==> config.mk <==
export PLATFORM = sky130hd
export DESIGN_NAME = audio_uart_tx
export DESIGN_NICKNAME = d
export VERILOG_FILES = /design/src/rtl/audio_uart_tx.sv
export SDC_FILE = /design/constraint.sdc
export NUM_CORES = 1
export LEC_CHECK = 0
export ABC_AREA = 1
export ABC_CLOCK_PERIOD_IN_PS = 2500
export BUFFER_PORTS_ARGS = -buffer_cell sky130_fd_sc_hd__buf_2
export CAP_MARGIN = 20
export CORE_ASPECT_RATIO = 1.1
export CORE_MARGIN = 3
export CORE_UTILIZATION = 40
export CTS_CLUSTER_SIZE = 24
export DETAILED_ROUTE_END_ITERATION = 16
export GPL_TIMING_DRIVEN = 0
export MAX_ROUTING_LAYER = met4
export PLACE_DENSITY = 0.56
export SLEW_MARGIN = 0
export SYNTH_ARGS = -nofsm -noshare
export SYNTH_HDL_FRONTEND = slang
export SYNTH_SLANG_ARGS = --single-unit
==> constraint.sdc <==
create_clock -name CLK_IN -period 2.5 [get_ports CLK_IN]
set_clock_uncertainty 0.1 [all_clocks]
set_input_delay 0.375 -clock CLK_IN [delete_from_list [all_inputs] [get_ports CLK_IN]]
set_output_delay 0.375 -clock CLK_IN [all_outputs]
set_load 0.005 [all_outputs]
==> src/rtl/audio_uart_tx.sv <==
// audio_uart_tx: serialises an 18-bit audio sample as three back-to-back
// 8N1 UART bytes (LSB byte first) on a registered, idle-high RS232 line.
`timescale 1ns/1ps
module audio_uart_tx #(
    parameter int unsigned CLK_FREQ = 12_000_000,
    parameter int unsigned BAUD     = 115_200,
    parameter int unsigned DIV      = CLK_FREQ / BAUD
) (
    input  logic        CLK_IN,
    input  logic        RST_i,
    input  logic [17:0] sample_i,
    input  logic        valid_i,
    output logic        ready_o,
    output logic        RS232_TX_o,
    output logic        busy_o,
    output logic        frame_done_o
);

    localparam int unsigned     CW        = (DIV > 1) ? $clog2(DIV) : 1;
    localparam logic [CW-1:0]   BAUD_LAST = CW'(DIV - 1);

    typedef enum logic [1:0] {
        IDLE,
        START,
        DATA,
        STOP
    } state_t;

    state_t         state_q, state_n;
    logic [CW-1:0]  baud_q, baud_n;
    logic [2:0]     bit_q, bit_n;
    logic [1:0]     byte_q, byte_n;
    logic [17:0]    hold_q, hold_n;
    logic           tx_q, tx_n;
    logic           done_q, done_n;
    logic           bit_end;
    logic [7:0]     cur_byte;

    // Byte index 2 carries only the two top sample bits, zero-padded.
    function automatic logic [7:0] byte_sel(input logic [17:0] s, input logic [1:0] idx);
        case (idx)
            2'd0:    return s[7:0];
            2'd1:    return s[15:8];
            default: return {6'b0, s[17:16]};
        endcase
    endfunction

    assign bit_end      = (baud_q == BAUD_LAST);
    assign cur_byte     = byte_sel(hold_n, byte_n);
    assign ready_o      = (state_q == IDLE);
    assign busy_o       = ~ready_o;
    assign RS232_TX_o   = tx_q;
    assign frame_done_o = done_q;

    // State, counters, holding register and registered line/pulse outputs.
    always_ff @(posedge CLK_IN or posedge RST_i) begin
        if (RST_i) begin
            state_q <= IDLE;
            baud_q  <= '0;
            bit_q   <= '0;
            byte_q  <= '0;
            hold_q  <= '0;
            tx_q    <= 1'b1;
            done_q  <= 1'b0;
        end else begin
            state_q <= state_n;
            baud_q  <= baud_n;
            bit_q   <= bit_n;
            byte_q  <= byte_n;
            hold_q  <= hold_n;
            tx_q    <= tx_n;
            done_q  <= done_n;
        end
    end

    // Next-state logic; the line level is derived from the next state so the
    // registered TX changes on the same edge as the state it belongs to.
    always_comb begin
        state_n = state_q;
        baud_n  = baud_q;
        bit_n   = bit_q;
        byte_n  = byte_q;
        hold_n  = hold_q;
        done_n  = 1'b0;
        tx_n    = 1'b1;

        case (state_q)
            IDLE: begin
                if (valid_i) begin
                    hold_n  = sample_i;
                    state_n = START;
                    baud_n  = '0;
                    bit_n   = '0;
                    byte_n  = '0;
                end
            end
            START: begin
                if (bit_end) begin
                    baud_n  = '0;
                    bit_n   = '0;
                    state_n = DATA;
                end else begin
                    baud_n = baud_q + CW'(1);
                end
            end
            DATA: begin
                if (bit_end) begin
                    baud_n = '0;
                    if (bit_q == 3'd7) begin
                        state_n = STOP;
                    end else begin
                        bit_n = bit_q + 3'd1;
                    end
                end else begin
                    baud_n = baud_q + CW'(1);
                end
            end
            STOP: begin
                if (bit_end) begin
                    baud_n = '0;
                    if (byte_q < 2'd2) begin
                        byte_n  = byte_q + 2'd1;
                        state_n = START;
                    end else begin
                        state_n = IDLE;
                        done_n  = 1'b1;
                    end
                end else begin
                    baud_n = baud_q + CW'(1);
                end
            end
            default: state_n = IDLE;
        endcase

        case (state_n)
            START:   tx_n = 1'b0;
            DATA:    tx_n = cur_byte[bit_n];
            default: tx_n = 1'b1;
        endcase
    end

endmodule

==> metrics list, run 1 <==
- In this run the cell area of the synthesized design comes to 1930 sq um.
* Part of the Yosys area used for sequential elements: 0.440
- The number of pins exceeding their max-slew limit in the final report came to 0.
- Buffers placed on the I/O ports in this run total 24.
- Yosys warnings: 0
- Unrepaired setup endpoints after global routing: no
* Worst slew pin tran: 0.601 ns
* Total number of H-tree levels: 2
- The flow ran to the end, and the final reports show no timing, DRC or antenna violations.
- Across every metal layer, demand over resource in global routing totals 0.154.
- Initial Utilization: 0.432
- After synthesis, the share of flip-flops with an asynchronous set or reset is 1.00.
- Net count reported at finish: 284
- In this run, the number of DRC markers left after iteration 0 of detailed routing was 43.
* CTS sink count: 34
- Clock-pin slew was measured on the worst setup and hold paths at 0.07 ns.
* Master of the slowest instance on the critical path: sky130_fd_sc_hd__dfrtp_2
- Number of enable flip-flop cells after synthesis: 0
* Total gr overflow: 0
* Total area of multi-input combinational cells: 917 sq um
- The die is 72.3 um wide.
- The design draws 1.93 mW.
* Reg2reg path depth: 18
* Core footprint: 4470 sq um
* Number of nets in the synthesized netlist: 247
- FF-to-FF Start: state_q[0]
* Clk Tree Root Cell: sky130_fd_sc_hd__clkbuf_8
- Post-layout util: 0.509
* Proportion of layout cells with a drive suffix above 1: 0.307
- Sum Neg Setup Slack: 0 ns
- The die is 78.9 um tall.
- Min Hold Slack: 0.0506 ns
- Most common cell type on the critical path: sky130_fd_sc_hd__nand2_1
* CTS tree: built
- Rel. slew slack: 0.599
* Critical-path cell list: inv_1, ha_1, inv_2, or2_1, buf_6, inv_2, nor2_2, clkinv_1, nand2_2, nand2_2, nor2_1, nand3_1, nand3_1, nand2_1, nand2_1, nand2_1, nand2_1, nand2_1
- DRT antenna net count: 0
- In this run the core area contains 25 standard-cell rows.
- Number of CTS-inserted buffers: 5
- Routability-driven placement finished with a final weighted congestion of 0.746.
* Fin. Hold Viols: 0
- Registers take 853 sq um.
- In the final routed layout, each cell accounts on average for 12.1 um.
* Antenna violations before repair: 0
* Wire length of the first global-routing pass: 6650 um
* Min-Delay Path Class: in2async
- Critical Path RT: 2.61 ns
- Synthesis produced a netlist whose cell count is 219.
- The number of different library cells used by synthesis comes to 31.
- P&R area growth vs syn: 17.8%
- Hpwl dp: 2860 um
- Largest voltage drop on the vdd net: 0.000425 V
* Nature of the critical path endpoint: flop
- Share of the cycle needed by the critical path after routing: 0.881
- Number of setup violations in the final report: 0
- Post-synthesis sequential element count: 34
- Post-synth top flop: sky130_fd_sc_hd__dfrtp_1
* Path type of the worst setup path: reg2reg
- The first detailed-routing pass ran for 4 iterations.
- Maximum number of pins on one net before global-route repair: 23
* Vias/cell: 4.75
- The largest single stage delay on the critical path is 0.39 ns.
* Crit Path Max Fanout: 8
* Ratio of total power to cell area: 847 nW/um^2
- The via count of the first global-routing pass came to 1,444.
- Detailed-route via count: 1,476
- Counting along the longest clock path gives a buffer depth of 2.
- Time the worst path needs with I/O delays and setup: 2.20 ns
- Fill cells in the final layout number 436.
- The worst setup path is launched from a flop.
- Top Ports: 25
- Total DRC errors in the routed layout: 0
- Maximum Capacitance Violations: 0
- The die covers 5710 sq um.
* Maximum frequency from static timing analysis: 454 MHz
- Data arrival time at the worst-slack endpoint: 2.32 ns
- The repair_antennas step left the layout with diodes totalling 0.
- Clock latency on the worst-skew pair, taken at its later pin, is 0.28 ns.
- The final layout contains routed wiring with a total length of 3760 um.
- Launch point of the worst path: state_q[0]
- Mean Syn Cell Area: 8.83 sq um
- Reported leakage power: 1.14 nW
-- timing repair --
item	4_1_cts	5_1_grt
hold buffers	0	0
setup endpoints to repair	0	1
buffers inserted	0	5
gates resized for setup	0	2
-- report_power, final --
part / switching (mW) / internal (mW) / total (mW)
Clock: 0.192 / 0.225 / 0.417
Combinational: 0.386 / 0.333 / 0.719
Sequential: 0.0554 / 0.738 / 0.794
Total: 0.634 / 1.30 / 1.93
-- synth_stat cells, drive strengths merged, types with 2 or more instances --
master	count	area, sq um
a21oi	3	15.0
dfrtp	33	826
nor2	14	88.8
mux2	16	180
ha	7	87.6
buf	3	21.3
nand2	60	280
a31oi	2	12.5
xor2	2	17.5
nand3	20	115
nand4	3	18.8
o21ai	10	50.0
inv	36	140
o22ai	4	25.0
-- cell families after synthesis --
group                      share of synthesized area
buffers and inverters                         0.0854
DFF                                            0.440
adders and majority gates                     0.0453
AOI/OAI and AO/OA                             0.0608
xor gates and xnor gates                     0.00906
and+or+nand+nor                                0.266
muxes                                         0.0931
-- registers in the layout, summed over array words and instances (netlist names) --
signal	cells
byte_q	2
bit_q	3
hold_q	18
state_q	2
RS232_TX_o	1
frame_done_o	1
baud_q	7
-- cell usage in the layout (no fill, tap or decap), types with 4 or more instances in the layout --
cell,synthesis,routed
sky130_fd_sc_hd__buf_4,0,5
sky130_fd_sc_hd__mux2_2,16,16
sky130_fd_sc_hd__nor2_1,9,9
sky130_fd_sc_hd__o21ai_0,9,9
sky130_fd_sc_hd__clkbuf_8,0,6
sky130_fd_sc_hd__o22ai_1,4,4
sky130_fd_sc_hd__buf_2,2,26
sky130_fd_sc_hd__nand3_1,17,17
sky130_fd_sc_hd__ha_1,7,7
sky130_fd_sc_hd__nand2_1,53,53
sky130_fd_sc_hd__inv_1,30,29
sky130_fd_sc_hd__dfrtp_1,33,32
sky130_fd_sc_hd__inv_2,5,6
-- layout make-up --
cell class              count  share of cell area
well taps                  54              0.0297
inverters                  37              0.0632
flip-flops and latches     34               0.375
plain buffers               3             0.00934
clock buffers               8              0.0395
repair buffers             30              0.0813
multi-input cells         145               0.403
-- stage by stage --
stage               instances  instance area (sq um)  setup WS [ns]
floorplan                 219                   1930          0.459
detailed placement        298                   2150          0.181
finish                    311                   2280          0.296
CTS                       306                   2240          0.143
global placement          297                   2120          0.160
global route              311                   2280         0.0768
-- layer usage --
metal | vias to the layer above | share of wire | global-route usage
met5 | - | 0 | -
met4 | 0 | 0.013 | 0.0451
met3 | 6 | 0.032 | 0.0380
met2 | 22 | 0.47 | 0.240
met1 | 673 | 0.48 | 0.198
li1 | 775 | - | -
-- critical path: cells and delay by family, from the launching register on --
kind	cells	cell delay, ns
buffers and inverters	5	0.45
flip-flops	1	0.39
AND/OR/NAND/NOR	12	0.96
adder cells (fa/ha/maj)	1	0.24
-- path summary, 6_finish.rpt --
| check | to | slack (ns) |
|---|---|---|
| max | RS232_TX_o | 0.30 |
| min | hold_q[1] | 0.05 |
| max reg2reg | RS232_TX_o | 0.30 |
| min reg2reg | hold_q[9] | 0.39 |
| max in group asynchronous | RS232_TX_o | 1.65 |
| min in group CLK_IN | hold_q[4] | 0.24 |
Power figures use the tool's default switching activity.
==> run 2, diff against run 1 <==
--- a/config.mk
+++ b/config.mk
@@ -17,6 +17,7 @@
 export GPL_TIMING_DRIVEN = 0
 export MAX_ROUTING_LAYER = met4
 export PLACE_DENSITY = 0.56
+export SETUP_SLACK_MARGIN = 0.4
 export SLEW_MARGIN = 0
 export SYNTH_ARGS = -nofsm -noshare
 export SYNTH_HDL_FRONTEND = slang
==> metrics list, run 2 (same netlist as run 1, synthesis figures left out) <==
- Clk Tree Root Cell: sky130_fd_sc_hd__clkbuf_8 (unchanged)
- Count of antenna diodes in the layout: 0 (unchanged)
* Maximum Capacitance Violations: 0 (unchanged)
- Min-Delay Path Class: in2async (unchanged)
- The worst slew margin relative to its limit came to 0.599 (about the same).
* Leading registers by flop count: hold_q: 18 flops, baud_q: 7 flops, bit_q: 3 flops (unchanged)
- Antenna violations before repair: 0 (unchanged)
- CTS tree: built (unchanged)
- The vertical die dimension was 78.9 um (unchanged).
- The number of flip-flops under the largest register name is 18 (unchanged).
- The count of final setup violators is 0 (unchanged).
- Unrepaired setup endpoints after global routing: yes (was no)
- The global-route usage over all layers was 0.158 (was 0.154).
- The clock insertion delay at the later pin of the skew report came to 0.28 ns (about the same).
* Post-cts hold buffer count: 0 (unchanged)
- Final weighted congestion in routability-driven placement: 0.746 (unchanged)
- Fin. Hold Viols: 0 (unchanged)
* Most frequent cells in the layout: sky130_fd_sc_hd__nand2_1, sky130_fd_sc_hd__dfrtp_1, sky130_fd_sc_hd__inv_1 (unchanged)
* Detailed-route via count: 1,533 (was 1,476)
- The maximum fanout encountered on the critical timing path is 7 (was 8).
- The area of the core was 4470 sq um (unchanged).
- Most common cell type on the critical path: sky130_fd_sc_hd__nand2_1 (unchanged)
- Wire length of the first global-routing pass: 6820 um (was 6650 um)
- The average routed wire per standard cell was 12.5 um (was 12.1 um).
- The layout overhead on the synthesized area is 24.7% (was 17.8%).
* Std cell rows: 25 (unchanged)
- Family of cells with the greatest summed delay on the critical path: simple AND/OR/NAND/NOR gates (unchanged)
* Outcome: finished, final reports clean (unchanged)
- Time the worst path needs with I/O delays and setup: 2.08 ns (was 2.20 ns)
- Total gr overflow: 0 (unchanged)
- The worst path buffer plus inverter count came to 4 (was 5).
- The type of origin of the critical path was a flop (unchanged).
- First-iteration detailed-routing DRC count: 60 (was 43)
- The register bank with the most flops is hold_q (unchanged).
- Maximum root-to-sink buffer count: 2 (unchanged)
- Reported leakage power: 1.18 nW (was 1.14 nW)
- The commonest non-fill, non-tap cell in the layout is sky130_fd_sc_hd__nand2_1 (unchanged).
- The worst slack on hold paths came to 0.0505 ns (was 0.0506 ns).
- Wire length after detailed routing: 3980 um (was 3760 um)
- The data arrival time of the critical path came to 2.21 ns (was 2.32 ns).
- The clock buffer count from CTS is 5 (unchanged).
* Vias/cell: 4.82 (was 4.75)
- Total number of H-tree levels: 2 (unchanged)
- Critical-path cell list: inv_2, ha_4, inv_2, or2_1, buf_6, nand2_8, nand2_4, nand2_8, inv_6, nor2_8, nand2_1, nand3_2, nand3_1, nand2_1, nand2_1, nand2_1, nand2_1, nand2_1 (was inv_1, ha_1, inv_2, or2_1, buf_6, inv_2, nor2_2, clkinv_1, nand2_2, nand2_2, nor2_1, nand3_1, nand3_1, nand2_1, nand2_1, nand2_1, nand2_1, nand2_1)
* Proportion of layout cells with a drive suffix above 1: 0.390 (was 0.307)
- Path type of the worst setup path: reg2reg (unchanged)
- The die width is 72.3 um (unchanged).
- The worst-path cell with the longest stage delay was sky130_fd_sc_hd__dfrtp_1 (was sky130_fd_sc_hd__dfrtp_2).
- The sort of element at the end of the critical path was a flop (unchanged).
* Crit-path max cell delay: 0.40 ns (was 0.39 ns)
* Final Max Tran Viols: 0 (unchanged)
* Net count reported at finish: 291 (was 284)
* Maximum number of pins on one net before global-route repair: 23 (unchanged)
* Share of the cycle needed by the critical path after routing: 0.831 (was 0.881)
- The number of detailed-routing iterations run before antenna repair came to 4 (unchanged).
- The overall die area was 5710 sq um (unchanged).
- Hpwl dp: 2860 um (unchanged)
- Largest voltage drop on the vdd net: 0.000425 V (about the same)
* Number of placed cells counting well taps: 298 (unchanged)
- Vias in the first global route: 1,493 (was 1,444)
- The remaining routing DRC violations is 0 (unchanged).
- CTS sink count: 34 (unchanged)
* Count of non-filler cells in the finished layout: 318 (was 311)
* Initial Utilization: 0.432 (unchanged)
- The sum of negative setup slack came to 0 ns (unchanged).
* Top Ports: 25 (unchanged)
- Maximum frequency from static timing analysis: 481 MHz (was 454 MHz)
* IO buf count: 24 (unchanged)
- The endpoint required time on the critical path was 2.63 ns (was 2.61 ns).
- The pin slew with the least headroom to its limit is 0.601 ns (about the same).
- The final antenna-violating net count is 0 (unchanged).
- The cell area power density is 849 nW/um^2 (was 847 nW/um^2).
* CTS clk-pin slew, worst paths: 0.07 ns (about the same)
-- run 2: final timing paths --
| kind | startpoint | to | slack [ns] | depth (start not counted) |
|---|---|---|---|---|
| setup / recovery | state_q[0] | RS232_TX_o | 0.42 | 18 |
| hold / removal | RST_i | hold_q[1] | 0.05 | 2 |
| setup reg to reg | state_q[0] | RS232_TX_o | 0.42 | 18 |
| hold reg to reg | hold_q[9] | hold_q[9] | 0.39 | 1 |
| max in group asynchronous | RST_i | RS232_TX_o | 1.65 | 3 |
| min in group CLK_IN | sample_i[4] | hold_q[4] | 0.24 | 2 |
-- run 2: worst register-to-register path, cell delays in order (launching register included) --
cell and delay, ns:
sky130_fd_sc_hd__dfrtp_1 0.40, sky130_fd_sc_hd__inv_2 0.09, sky130_fd_sc_hd__ha_4 0.14, sky130_fd_sc_hd__inv_2 0.03, sky130_fd_sc_hd__or2_1 0.21, sky130_fd_sc_hd__buf_6 0.14, sky130_fd_sc_hd__nand2_8 0.06, sky130_fd_sc_hd__nand2_4 0.06
sky130_fd_sc_hd__nand2_8 0.08, sky130_fd_sc_hd__inv_6 0.04, sky130_fd_sc_hd__nor2_8 0.13, sky130_fd_sc_hd__nand2_1 0.09, sky130_fd_sc_hd__nand3_2 0.07, sky130_fd_sc_hd__nand3_1 0.07, sky130_fd_sc_hd__nand2_1 0.08, sky130_fd_sc_hd__nand2_1 0.05
sky130_fd_sc_hd__nand2_1 0.07, sky130_fd_sc_hd__nand2_1 0.05, sky130_fd_sc_hd__nand2_1 0.05
-- run 2: what timing repair did --
| action | 4_1_cts | 5_1_grt |
|---|---|---|
| setup buffers | 7 | 5 |
| pin swaps | 4 | 12 |
| setup endpoints to repair | 1 | 1 |
| resized for setup | 13 | 12 |
-- run 2: power breakdown --
group | switching [mW] | internal [mW]
Clock | 0.192 | 0.225
Sequential | 0.0541 | 0.737
Combinational | 0.433 | 0.407
-- run 2: layer usage --
metal  global-route usage  routed length [um]
met3               0.0380                 130
met1                0.200                1890
met5                    -                   0
met4               0.0451                  53
met2                0.252                1900
-- run 2: layout make-up --
class / count / area, sq um
fillers: 438 / 2060
repair buffers: 37 / 238
multi-input cells: 145 / 997
inverters: 37 / 144
well taps: 54 / 67.6
clock buffers: 8 / 90.1
flip-flops and latches: 34 / 852
plain buffers: 3 / 23.8
-- run 2: through the flow --
stage / power (mW) / utilization / worst slack, ns / instance area [sq um]
final: 2.05 / 0.539 / 0.422 / 2410
after global routing: 2.23 / 0.539 / 0.281 / 2410
after CTS: 2.01 / 0.523 / 0.401 / 2340
after detailed placement: 1.50 / 0.481 / 0.181 / 2150
after global placement: 1.48 / 0.474 / 0.160 / 2120
after floorplan: 1.33 / - / 0.459 / 1930
==> run 3, diff against run 2 <==
--- a/config.mk
+++ b/config.mk
@@ -6,7 +6,7 @@
 export NUM_CORES = 1
 export LEC_CHECK = 0
 export ABC_AREA = 1
-export ABC_CLOCK_PERIOD_IN_PS = 2500
+export ABC_CLOCK_PERIOD_IN_PS = 2000
 export BUFFER_PORTS_ARGS = -buffer_cell sky130_fd_sc_hd__buf_2
 export CAP_MARGIN = 20
 export CORE_ASPECT_RATIO = 1.1
==> constraint.sdc (replaced) <==
create_clock -name CLK_IN -period 2 [get_ports CLK_IN]
set_clock_uncertainty 0.1 [all_clocks]
set_input_delay 0.3 -clock CLK_IN [delete_from_list [all_inputs] [get_ports CLK_IN]]
set_output_delay 0.3 -clock CLK_IN [all_outputs]
set_load 0.005 [all_outputs]
==> metrics list, run 3 (same netlist as run 1, synthesis figures left out) <==
- Data arrival time at the worst-slack endpoint: 2.25 ns (was 2.21 ns)
- Net count reported at finish: 290 (was 291)
- Most frequent cells in the layout: sky130_fd_sc_hd__nand2_1, sky130_fd_sc_hd__dfrtp_1, sky130_fd_sc_hd__inv_1 (unchanged)
- The post-route minimum period was 2.12 ns (was 2.08 ns).
- Total DRC errors in the routed layout: 0 (unchanged)
- Crit Path Max Fanout: 7 (unchanged)
- Wire length after detailed routing: 3900 um (was 3980 um)
- The final core utilization came to 0.566 (was 0.539).
- CTS sink count: 34 (unchanged)
- Vias in the first global route: 1,502 (was 1,493)
* IO buf count: 24 (unchanged)
- Count of non-filler cells in the finished layout: 317 (was 318)
- Leading registers by flop count: hold_q: 18 flops, baud_q: 7 flops, bit_q: 3 flops (unchanged).
* Routed wire per std cell: 12.3 um (was 12.5 um)
* Number of setup violations in the final report: 1 (was 0)
- The achievable clock frequency came to 473 MHz (was 481 MHz).
- The antenna diode count is 0 (unchanged).
* Global-route usage over all layers: 0.154 (was 0.158)
- The total number of vias came to 1,525 (was 1,533).
- Nature of the critical path endpoint: flop (unchanged)
* Rel. slew slack: 0.617 (was 0.599)
* Final weighted congestion in routability-driven placement: 0.791 (was 0.746)
- Buf/Inv on CP: 4 (unchanged)
- P&R area growth vs syn: 30.8% (was 24.7%)
* Master of the slowest instance on the critical path: sky130_fd_sc_hd__dfrtp_1 (unchanged)
* Latest clock arrival within the worst-skew pair: 0.29 ns (was 0.28 ns)
- Largest register FFs: 18 (unchanged)
* Critical Path Start Type: flop (unchanged)
* Most common cell type on the critical path: sky130_fd_sc_hd__nand2_1 (unchanged)
* Vias/cell: 4.81 (was 4.82)
- The commonest non-fill, non-tap cell in the layout is sky130_fd_sc_hd__nand2_1 (unchanged).
- The number of detailed-routing iterations run before antenna repair was 4 (unchanged).
- Number of placed cells counting well taps: 298 (unchanged)
- CTS clk-pin slew, worst paths: 0.07 ns (about the same)
- The clock tree from TritonCTS was built (unchanged).
- Worst slew pin tran: 0.574 ns (was 0.601 ns)
* Final Max Tran Viols: 0 (unchanged)
- Maximum root-to-sink buffer count: 2 (unchanged)
* Overall power consumption: 2.71 mW (was 2.05 mW)
* Maximum Capacitance Violations: 0 (unchanged)
- Min-Delay Path Class: in2reg (was in2async)
- Maximum number of pins on one net before global-route repair: 23 (unchanged)
* Std cell rows: 25 (unchanged)
* Pre-CTS setup slack: -0.277 ns (was 0.181 ns)
* Most flop-heavy register: hold_q (unchanged)
- Hpwl dp: 2820 um (was 2860 um)
- The final reports fail on negative setup slack.
* Die Y-Extent: 78.9 um (unchanged)
- The highest ir drop seen on vdd came to 0.000588 V (was 0.000425 V).
- The overall die area came to 5710 sq um (unchanged).
* Wire length of the first global-routing pass: 6630 um (was 6820 um)
- Path type of the worst setup path: reg2reg (unchanged)
- Proportion of layout cells with a drive suffix above 1: 0.445 (was 0.390)
- The cell area power density came to 1070 nW/um^2 (was 849 nW/um^2).
- The master cell of the clock root buffer was sky130_fd_sc_hd__clkbuf_8 (unchanged).
* Outcome: finished with violations (was finished, final reports clean)
* Top Ports: 25 (unchanged)
* Core footprint: 4470 sq um (unchanged)
- Number of CTS-inserted buffers: 5 (unchanged)
* Share of the cycle needed by the critical path after routing: 1.06 (was 0.831)
- DRT antenna net count: 0 (unchanged)
- Crit-path max cell delay: 0.41 ns (was 0.40 ns)
* Critical Path RT: 2.13 ns (was 2.63 ns)
* Placement Cell Area: 2150 sq um (about the same)
- Unrepaired setup endpoints after global routing: yes (unchanged)
* Critical-path cell list: inv_2, ha_4, inv_4, or2_1, buf_6, nand2_8, nand2_4, nand2_8, inv_6, nor2_8, nand2_2, nand3_2, nand3_2, nand2_2, nand2_1, nand2_1, nand2_1, nand2_1 (was inv_2, ha_4, inv_2, or2_1, buf_6, nand2_8, nand2_4, nand2_8, inv_6, nor2_8, nand2_1, nand3_2, nand3_1, nand2_1, nand2_1, nand2_1, nand2_1, nand2_1)
- The number of antenna violations at the first check in global routing is 0 (unchanged).
* Reported leakage power: 1.22 nW (was 1.18 nW)
* Setup slack of the critical path after layout: -0.116 ns (was 0.422 ns)
* First-iteration detailed-routing DRC count: 47 (was 60)
* Fin. Hold Viols: 0 (unchanged)
* Post-layout instance area: 2530 sq um (was 2410 sq um)
- Family of cells with the greatest summed delay on the critical path: simple AND/OR/NAND/NOR gates (unchanged)
- The total grt overflow was 0 (unchanged).
- Die X-Extent: 72.3 um (unchanged)
* Initial Utilization: 0.432 (unchanged)
- Total number of H-tree levels: 2 (unchanged)
-- run 3: repair_timing --
action,4_1_cts,5_1_grt
setup buffers,9,1
resized for setup,28,27
pin swaps,19,14
endpoints found under the hold margin,12,0
setup endpoints to repair,30,30
hold buffers,1,0
-- run 3: final timing paths --
kind | from | endpoint | slack [ns] | cells after the start
setup / recovery | state_q[1] | RS232_TX_o | -0.12 | 18
hold / removal | sample_i[13] | hold_q[13] | 0.17 | 2
setup reg to reg | state_q[1] | RS232_TX_o | -0.12 | 18
hold reg to reg | hold_q[13] | hold_q[13] | 0.40 | 1
max in group asynchronous | RST_i | RS232_TX_o | 0.70 | 4
min in group asynchronous | RST_i | hold_q[11] | 0.52 | 3
-- run 3: per-layer routing --
layer  track usage  routed length [um]
met2         0.240                1900
met3        0.0380                 130
met1         0.196                1810
met4        0.0508                  64
met5             -                   0
-- run 3: report_power, final --
| group | leakage [nW] | total, mW | internal (mW) | switching [mW] |
|---|---|---|---|---|
| combinational | 0.736 | 1.13 | 0.557 | 0.572 |
| sequential | 0.424 | 0.988 | 0.921 | 0.0674 |
| clock | 0.0575 | 0.595 | 0.348 | 0.247 |
-- run 3: area by class of cell --
type	instances	area, sq um
inverters	37	155
repair buffers	36	246
multi-input cells	145	1060
clock buffers	8	110
fillers	424	1940
plain buffers	3	33.8
flip-flops and latches	34	852
well taps	54	67.6
-- run 3: metrics by stage --
step | hold slack [ns] | TNS [ns]
after floorplan | 0.341 | -0.00550
after global routing | 0.161 | -0.278
final | 0.167 | -0.116
after detailed placement | 0.282 | -0.277
after CTS | 0.157 | -0.120
after global placement | 0.381 | -0.282
